<file path="config.mk">
export PLATFORM = sky130hd
export DESIGN_NAME = pipeline_hazard_ctrl_flat
export DESIGN_NICKNAME = d
export VERILOG_FILES = /design/src/rtl/pipeline_hazard_ctrl_if.sv /design/src/rtl/pipeline_hazard_ctrl.sv /design/src/flat_wrapper.sv
export SDC_FILE = /design/constraint.sdc
export NUM_CORES = 1
export LEC_CHECK = 0
export ABC_AREA = 1
export BUFFER_PORTS_ARGS = -buffer_cell sky130_fd_sc_hd__buf_4
export CORE_ASPECT_RATIO = 0.9
export CORE_MARGIN = 4
export CORE_UTILIZATION = 44
export CTS_CLUSTER_DIAMETER = 50
export DETAILED_ROUTE_END_ITERATION = 7
export PLACE_DENSITY = 0.68
export SLEW_MARGIN = 20
export SYNTH_ARGS = -nofsm -noshare
export SYNTH_HDL_FRONTEND = slang
export SYNTH_SLANG_ARGS = --single-unit
</file>
<file path="constraint.sdc">
create_clock -name clk -period 2.8 [get_ports clk]
set_input_delay 0.56 -clock clk [delete_from_list [all_inputs] [get_ports clk]]
set_output_delay 0.56 -clock clk [all_outputs]
set_load 0.05 [all_outputs]
</file>
<file path="src/rtl/pipeline_hazard_ctrl_if.sv">
// rtl/pipeline_hazard_ctrl_if.sv - hazard controller signal bundle
// Purpose: groups the hazard-detection inputs and pipeline-control outputs.
// Ports (via modports):
//   slave  (controller): inputs id_rs1/id_rs2/id_uses_rs1/id_uses_rs2/ex_rd/
//          ex_mem_read/ex_redirect/mem_req/mem_ready; outputs pc_enable,
//          if_id_enable, id_ex_enable, ex_mem_enable, if_id_flush, id_ex_flush,
//          mem_wb_bubble, mem_timeout, stall_count, flush_count, state.
//   master (pipeline side): the mirror image.
interface pipeline_hazard_ctrl_if #(
  parameter int CNT_W = 16
);
  logic [4:0]       id_rs1;
  logic [4:0]       id_rs2;
  logic             id_uses_rs1;
  logic             id_uses_rs2;
  logic [4:0]       ex_rd;
  logic             ex_mem_read;
  logic             ex_redirect;
  logic             mem_req;
  logic             mem_ready;

  logic             pc_enable;
  logic             if_id_enable;
  logic             id_ex_enable;
  logic             ex_mem_enable;
  logic             if_id_flush;
  logic             id_ex_flush;
  logic             mem_wb_bubble;
  logic             mem_timeout;
  logic [CNT_W-1:0] stall_count;
  logic [CNT_W-1:0] flush_count;
  logic             state;

  modport master (
    output id_rs1, id_rs2, id_uses_rs1, id_uses_rs2, ex_rd, ex_mem_read,
           ex_redirect, mem_req, mem_ready,
    input  pc_enable, if_id_enable, id_ex_enable, ex_mem_enable, if_id_flush,
           id_ex_flush, mem_wb_bubble, mem_timeout, stall_count, flush_count,
           state
  );

  modport slave (
    input  id_rs1, id_rs2, id_uses_rs1, id_uses_rs2, ex_rd, ex_mem_read,
           ex_redirect, mem_req, mem_ready,
    output pc_enable, if_id_enable, id_ex_enable, ex_mem_enable, if_id_flush,
           id_ex_flush, mem_wb_bubble, mem_timeout, stall_count, flush_count,
           state
  );
endinterface

</file>
<file path="src/rtl/pipeline_hazard_ctrl.sv">
// rtl/pipeline_hazard_ctrl.sv - pipeline hazard and sequencing controller
// Purpose: drives enables/flushes of the PC, IF/ID, ID/EX, EX/MEM registers and
// a MEM/WB bubble, resolving memory waits, EX-stage redirects and load-use
// hazards; keeps saturating stall/flush counters and a sticky timeout flag.
// Ports:
//   clk   - system clock, rising edge
//   reset - asynchronous, active-high
//   hz    - pipeline_hazard_ctrl_if.slave (hazard inputs, control outputs,
//           debug counters, state)
module pipeline_hazard_ctrl #(
  parameter int MEM_TIMEOUT = 64,
  parameter int CNT_W       = 16
) (
  input  logic                    clk,
  input  logic                    reset,
  pipeline_hazard_ctrl_if.slave   hz
);

  localparam int WAIT_W = $clog2(MEM_TIMEOUT + 1);
  localparam logic [WAIT_W-1:0] WAIT_MAX = WAIT_W'(MEM_TIMEOUT);

  typedef enum logic {
    RUN      = 1'b0,
    MEM_WAIT = 1'b1
  } state_t;

  state_t            state_q, state_d;
  logic [WAIT_W-1:0] wait_cnt_q, wait_cnt_d;
  logic              mem_timeout_q;
  logic [CNT_W-1:0]  stall_cnt_q;
  logic [CNT_W-1:0]  flush_cnt_q;

  logic memstall;
  logic loaduse;
  logic sel_redirect;
  logic pc_en, if_id_en, id_ex_en, ex_mem_en;
  logic if_id_fl, id_ex_fl, bubble;

  assign memstall = hz.mem_req & ~hz.mem_ready;

  // Writes to x0 are discarded, so a load targeting x0 never creates a hazard.
  assign loaduse = hz.ex_mem_read && (hz.ex_rd != 5'd0) &&
                   ((hz.id_uses_rs1 && (hz.id_rs1 == hz.ex_rd)) ||
                    (hz.id_uses_rs2 && (hz.id_rs2 == hz.ex_rd)));

  // Control outputs: same priority in RUN and MEM_WAIT, so the release cycle
  // of a memory wait naturally falls through to redirect/load-use/normal.
  always_comb begin
    pc_en        = 1'b1;
    if_id_en     = 1'b1;
    id_ex_en     = 1'b1;
    ex_mem_en    = 1'b1;
    if_id_fl     = 1'b0;
    id_ex_fl     = 1'b0;
    bubble       = 1'b0;
    sel_redirect = 1'b0;
    if (reset) begin
      pc_en     = 1'b0;
      if_id_en  = 1'b0;
      id_ex_en  = 1'b0;
      ex_mem_en = 1'b0;
    end else if (memstall) begin
      // Whole pipeline frozen; a pending redirect stays visible in EX.
      pc_en     = 1'b0;
      if_id_en  = 1'b0;
      id_ex_en  = 1'b0;
      ex_mem_en = 1'b0;
      bubble    = 1'b1;
    end else if (hz.ex_redirect) begin
      // Squashing ID makes any concurrent load-use hazard irrelevant.
      if_id_fl     = 1'b1;
      id_ex_fl     = 1'b1;
      sel_redirect = 1'b1;
    end else if (loaduse) begin
      pc_en    = 1'b0;
      if_id_en = 1'b0;
      id_ex_fl = 1'b1;
    end
  end

  always_comb begin
    state_d    = state_q;
    wait_cnt_d = wait_cnt_q;
    case (state_q)
      RUN: begin
        if (memstall) begin
          state_d    = MEM_WAIT;
          wait_cnt_d = WAIT_W'(1);
        end
      end
      MEM_WAIT: begin
        if (memstall) begin
          if (wait_cnt_q != WAIT_MAX) begin
            wait_cnt_d = wait_cnt_q + WAIT_W'(1);
          end
        end else begin
          state_d    = RUN;
          wait_cnt_d = '0;
        end
      end
      default: begin
        state_d    = RUN;
        wait_cnt_d = '0;
      end
    endcase
  end

  always_ff @(posedge clk or posedge reset) begin
    if (reset) begin
      state_q       <= RUN;
      wait_cnt_q    <= '0;
      mem_timeout_q <= 1'b0;
      stall_cnt_q   <= '0;
      flush_cnt_q   <= '0;
    end else begin
      state_q    <= state_d;
      wait_cnt_q <= wait_cnt_d;
      // Debug only: the wait continues after the flag is raised.
      if ((state_q == MEM_WAIT) && (wait_cnt_q == WAIT_MAX)) begin
        mem_timeout_q <= 1'b1;
      end
      if (!pc_en && (stall_cnt_q != {CNT_W{1'b1}})) begin
        stall_cnt_q <= stall_cnt_q + CNT_W'(1);
      end
      if (sel_redirect && (flush_cnt_q != {CNT_W{1'b1}})) begin
        flush_cnt_q <= flush_cnt_q + CNT_W'(1);
      end
    end
  end

  assign hz.pc_enable     = pc_en;
  assign hz.if_id_enable  = if_id_en;
  assign hz.id_ex_enable  = id_ex_en;
  assign hz.ex_mem_enable = ex_mem_en;
  assign hz.if_id_flush   = if_id_fl;
  assign hz.id_ex_flush   = id_ex_fl;
  assign hz.mem_wb_bubble = bubble;
  assign hz.mem_timeout   = mem_timeout_q;
  assign hz.stall_count   = stall_cnt_q;
  assign hz.flush_count   = flush_cnt_q;
  assign hz.state         = state_q;

endmodule

</file>
<file path="src/flat_wrapper.sv">
// flat-port wrapper written by rule: the top's interface ports become plain ports
module pipeline_hazard_ctrl_flat 
#(
  parameter int MEM_TIMEOUT = 64,
  parameter int CNT_W       = 16
)
  (clk, reset, hz_id_rs1, hz_id_rs2, hz_id_uses_rs1, hz_id_uses_rs2, hz_ex_rd, hz_ex_mem_read, hz_ex_redirect, hz_mem_req, hz_mem_ready, hz_pc_enable, hz_if_id_enable, hz_id_ex_enable, hz_ex_mem_enable, hz_if_id_flush, hz_id_ex_flush, hz_mem_wb_bubble, hz_mem_timeout, hz_stall_count, hz_flush_count, hz_state);
  pipeline_hazard_ctrl_if #(.CNT_W(CNT_W)) hz_i ();
  input  logic clk;
  input  logic reset;
  input wire logic [$bits(hz_i.id_rs1)-1:0] hz_id_rs1;
  input wire logic [$bits(hz_i.id_rs2)-1:0] hz_id_rs2;
  input wire logic [$bits(hz_i.id_uses_rs1)-1:0] hz_id_uses_rs1;
  input wire logic [$bits(hz_i.id_uses_rs2)-1:0] hz_id_uses_rs2;
  input wire logic [$bits(hz_i.ex_rd)-1:0] hz_ex_rd;
  input wire logic [$bits(hz_i.ex_mem_read)-1:0] hz_ex_mem_read;
  input wire logic [$bits(hz_i.ex_redirect)-1:0] hz_ex_redirect;
  input wire logic [$bits(hz_i.mem_req)-1:0] hz_mem_req;
  input wire logic [$bits(hz_i.mem_ready)-1:0] hz_mem_ready;
  output wire logic [$bits(hz_i.pc_enable)-1:0] hz_pc_enable;
  output wire logic [$bits(hz_i.if_id_enable)-1:0] hz_if_id_enable;
  output wire logic [$bits(hz_i.id_ex_enable)-1:0] hz_id_ex_enable;
  output wire logic [$bits(hz_i.ex_mem_enable)-1:0] hz_ex_mem_enable;
  output wire logic [$bits(hz_i.if_id_flush)-1:0] hz_if_id_flush;
  output wire logic [$bits(hz_i.id_ex_flush)-1:0] hz_id_ex_flush;
  output wire logic [$bits(hz_i.mem_wb_bubble)-1:0] hz_mem_wb_bubble;
  output wire logic [$bits(hz_i.mem_timeout)-1:0] hz_mem_timeout;
  output wire logic [$bits(hz_i.stall_count)-1:0] hz_stall_count;
  output wire logic [$bits(hz_i.flush_count)-1:0] hz_flush_count;
  output wire logic [$bits(hz_i.state)-1:0] hz_state;
  assign hz_i.id_rs1 = hz_id_rs1;
  assign hz_i.id_rs2 = hz_id_rs2;
  assign hz_i.id_uses_rs1 = hz_id_uses_rs1;
  assign hz_i.id_uses_rs2 = hz_id_uses_rs2;
  assign hz_i.ex_rd = hz_ex_rd;
  assign hz_i.ex_mem_read = hz_ex_mem_read;
  assign hz_i.ex_redirect = hz_ex_redirect;
  assign hz_i.mem_req = hz_mem_req;
  assign hz_i.mem_ready = hz_mem_ready;
  assign hz_pc_enable = hz_i.pc_enable;
  assign hz_if_id_enable = hz_i.if_id_enable;
  assign hz_id_ex_enable = hz_i.id_ex_enable;
  assign hz_ex_mem_enable = hz_i.ex_mem_enable;
  assign hz_if_id_flush = hz_i.if_id_flush;
  assign hz_id_ex_flush = hz_i.id_ex_flush;
  assign hz_mem_wb_bubble = hz_i.mem_wb_bubble;
  assign hz_mem_timeout = hz_i.mem_timeout;
  assign hz_stall_count = hz_i.stall_count;
  assign hz_flush_count = hz_i.flush_count;
  assign hz_state = hz_i.state;
  pipeline_hazard_ctrl #(.MEM_TIMEOUT(MEM_TIMEOUT), .CNT_W(CNT_W)) u_core (.clk(clk), .reset(reset), .hz(hz_i));
endmodule
</file>
==> out/metrics.sh <==
POST_SYNTH_NUM_CELL_TYPES=25
POSTLAYOUTCELLAREA_UM2=3260
WORSTSKEWPAIRLATENCY_NS=0.30
CTS_TREE='built'
WORST_SETUP_HOLD_PATH_CLK_SLEW_NS=0.08
TIMING.FINAL.SETUP_VIOLATIONS=0
VIA_COUNT=2454
INITIAL_UTILIZATION_PCT=45.6
MAXIMUM_NUMBER_OF_PINS_ON_ONE_NET_BEFORE_GLOBAL_ROUTE_REPAIR=42
FINAL_LAYOUT_SIZE_SUFFIX_GT1_SHARE_PCT=20.9
CHIPHEIGHT_UM=81.1
GRTUSAGETOTAL_PCT=19.1
FINAL.PERIOD_UTILIZATION_PCT=75.8
CLOCK_POWER_SHARE_PCT=20.7
FIN_CRIT_NS=2.12
INTPOWER_uW=1110
MAX-CAP-VIOLATIONS=0
TIMING.FMAX_GHz=0.471
PORT_BUFFERS=63
WORST-ENDPOINT-ARRIVAL_NS=1.56
VDD_IR_DROP_MAX_mV=0.613
STDCELL_COUNT=496
NUMBER_OF_ROUTED_NETS_WITH_ANTENNA_VIOLATIONS=0
WORSTHOLDPATHTYPE='in2async'
YOSYSTOPAREACELLSHARE_PCT=39.3
TIMING.FINAL.HOLD_VIOLATIONS=0
FF_LATCH_AREA_UM2=1030
CLOCK-ROOT-BUFFER='sky130_fd_sc_hd__clkbuf_8'
COMB_POWER_SHARE_PCT=39.4
POST_SYNTH_MAIN_AREA_CONTRIBUTORS='sky130_fd_sc_hd__dfrtp_1, sky130_fd_sc_hd__nand2_1, sky130_fd_sc_hd__nand4_1'
STATUS='complete, no violations'
SWITCHING_POWER_uW=861
CRITICAL_PATH_PEAK_FANOUT=3
WORST_PIN_SLEW_NS=0.519
NUMBER_OF_REMAINING_DRC_ERRORS=0
POSTCTSHOLDBUFS=0
DRT_ITER0_DRC=114
VIAS_PER_CELL=4.95
CTS_MADE_BUFFERS=5
MULTIINPUTGATEAREA_UM2=1360
POSTCTSSETUPREPAIRBUFS=0
GRT-OVFL-TOTAL=0
POWER_PER_CELL_AREA_nW_PER_UM2=605
CLOCK_PATH_BUFFERS=2
DIE_AREA_UM2=7230
SYNTH_NETS=386
CRITICAL_PATH_CLASS='in2out'
WORST_SETUP_PATH_START_KIND='input pin'
PLACE.DETAILED.HPWL_UM=4770
SYNTH.AVG_CELL_AREA_UM2=7.27
ROUTED_WL_PER_CELL_UM=12.8
SYN_TO_FINAL_GROWTH_PCT=24.8
PWR-SHARE-SEQ_PCT=39.8
FILLER_CELL_COUNT=556
CORE_UM2=5730
DESIGN.FINAL.NETS=453
FINAL.SETUP.TNS_NS=0
ANTENNA_FOUND_INITIAL=0
CORE.ROWCOUNT=26
YS.WARNINGS.COUNT=0
POST-ROUTE-WORST-SETUP-SLACK_NS=0.678
FIRST_PASS_GRT_WIRE_LENGTH_UM=10900
DESIGN.PORTCOUNT=64
POST_SYNTH_INSTANCE_AREA_UM2=2610
PLACE_AREA_UM2=3170
MAX-SLEW-MARGIN-REL_PCT=65.1
DIE_W_UM=89.2
GRT_PASS1_VIAS=2384
SW_FRAC_OF_TOTAL_PCT=43.7
CTS-HTREE-LEVELS=2
WORST_SETUP_PATH_END_KIND='output port'
FIRST_PASS_ITERS=4
TIMING.FINAL.MAX_SLEW_VIOLATIONS=0
CLOCK_SINK_COUNT=41
FINALPOWER_uW=1970
GPL.FINAL_WEIGHTED_CONGESTION=0.797
WORST_SETUP_SLACK_AFTER_PLACEMENT_NS=0.704
CTS-RESIZED-GATES=0
NETLIST.TOP_CELL.BY_AREA='sky130_fd_sc_hd__dfrtp_1'
SEQ_AREA_FRAC_SYNTH_PCT=39.3
ANTENNA_CELLS=0
POWER.LEAKAGE_uW=0.00169
DRT_WL_TOTAL_UM=6340
DATA_REQUIRED_TIME_OF_THE_WORST_PATH_NS=2.24
POSTSYNTHREGISTERBITS=41
NUMBER_OF_PLACED_INSTANCES_WITH_TAPS_INCLUDED=489
UNREPAIRED_SETUP_ENDPOINTS_AFTER_GLOBAL_ROUTING='false'
CLOCK-SKEW-FINAL_NS=0.00766
SYNTH_CELLS=359
-- sequential cells by signal (all words and copies together), names as in the netlist --
register,flops
u_core.hz.state,1
u_core.hz.mem_timeout,1
u_core.hz.stall_count,16
u_core.wait_cnt_q,7
u_core.hz.flush_count,16
-- cell usage in the layout, fill, tap and decap left out, drive strengths merged --
cell / synthesis / final
nor2: 37 / 37
xnor2: 9 / 9
nor3: 10 / 10
xor2: 20 / 20
buf: 7 / 68
nand3b: 1 / 1
nand2: 114 / 114
nand3: 17 / 17
inv: 50 / 50
o211ai: 1 / 1
clkbuf: 1 / 7
o21ai: 18 / 18
nand4: 28 / 28
ha: 4 / 4
or2: 1 / 1
dfrtp: 41 / 41
-- power by group through the flow --
stage          logic (uW)  clock network (uW)  registers [uW]
6_report              777                 408             785
5_1_grt               837                 436             808
4_1_cts               785                 413             785
3_5_place_dp          781                   0             793
3_3_place_gp          770                   0             793
2_1_floorplan         269                   0            1050
-- kinds of logic (layout without fill, tap and decap cells) --
kind of cell / Yosys count / count (layout) / synth area share (%)
compound gates: 19 / 19 / 3.74
simple gates: 208 / 208 / 36.2
flops: 41 / 41 / 39.3
buf+inv: 58 / 125 / 9.11
fa+ha+maj: 4 / 4 / 1.92
xor+xnor: 29 / 29 / 9.73
-- layer usage --
layer | global-route usage [%] | wire length [um] | up-vias
li1 | - | - | 1274
met1 | 25.3 | 3020 | 1115
met2 | 31.1 | 2910 | 56
met3 | 3.75 | 309 | 9
met4 | 6.70 | 110 | 0
met5 | 0 | 0 | -
-- worst paths after layout --
kind | from | end | slack (ns) | cells past startpoint
min in group clk | u_core.hz.mem_timeout$_DFFE_PP0P_ | u_core.hz.mem_timeout$_DFFE_PP0P_ | 0.48 | 2
max in group asynchronous | reset | u_core.hz.flush_count[9]$_DFFE_PP0P_ | 2.02 | 3
hold / removal | reset | u_core.hz.mem_timeout$_DFFE_PP0P_ | 0.41 | 3
setup reg to reg | u_core.hz.stall_count[0]$_DFFE_PP0P_ | u_core.hz.stall_count[7]$_DFFE_PP0P_ | 0.87 | 9
setup / recovery | hz_ex_rd[1] | hz_id_ex_flush | 0.68 | 10
hold reg to reg | u_core.hz.mem_timeout$_DFFE_PP0P_ | u_core.hz.mem_timeout$_DFFE_PP0P_ | 0.48 | 2
-- worst max-delay path, cell delays in order --
cell	delay, ns
sky130_fd_sc_hd__buf_4	0.09
sky130_fd_sc_hd__inv_1	0.06
sky130_fd_sc_hd__nand2_1	0.06
sky130_fd_sc_hd__nand2_1	0.04
sky130_fd_sc_hd__nor2_1	0.11
sky130_fd_sc_hd__nand3_1	0.09
sky130_fd_sc_hd__nand2_1	0.07
sky130_fd_sc_hd__nand2_1	0.07
sky130_fd_sc_hd__o21ai_1	0.18
sky130_fd_sc_hd__buf_4	0.23
-- metrics by stage --
stage	utilization, %	hold slack (ns)
finish	56.9	0.412
global route	56.9	0.481
CTS	56.9	0.442
detailed placement	55.4	0.454
global placement	55.4	0.467
floorplan	-	0.547
-- synthesized netlist by cell type (all sizes together) --
| cell type | n |
|---|---|
| nand3b | 1 |
| xnor2 | 9 |
| xor2 | 20 |
| or2 | 1 |
| inv | 50 |
| clkbuf | 1 |
| nand2 | 114 |
| nor3 | 10 |
| ha | 4 |
| dfrtp | 41 |
| o211ai | 1 |
| o21ai | 18 |
| buf | 7 |
| nand4 | 28 |
| nand3 | 17 |
| nor2 | 37 |
-- layout make-up --
cell class,instances,area share [%]
inverter,50,5.76
timing repair buffer,68,15.7
sequential,41,31.5
clock buffer,7,2.65
tap,70,2.69
multi-input combinational,260,41.7
Power figures use the tool's default switching activity.
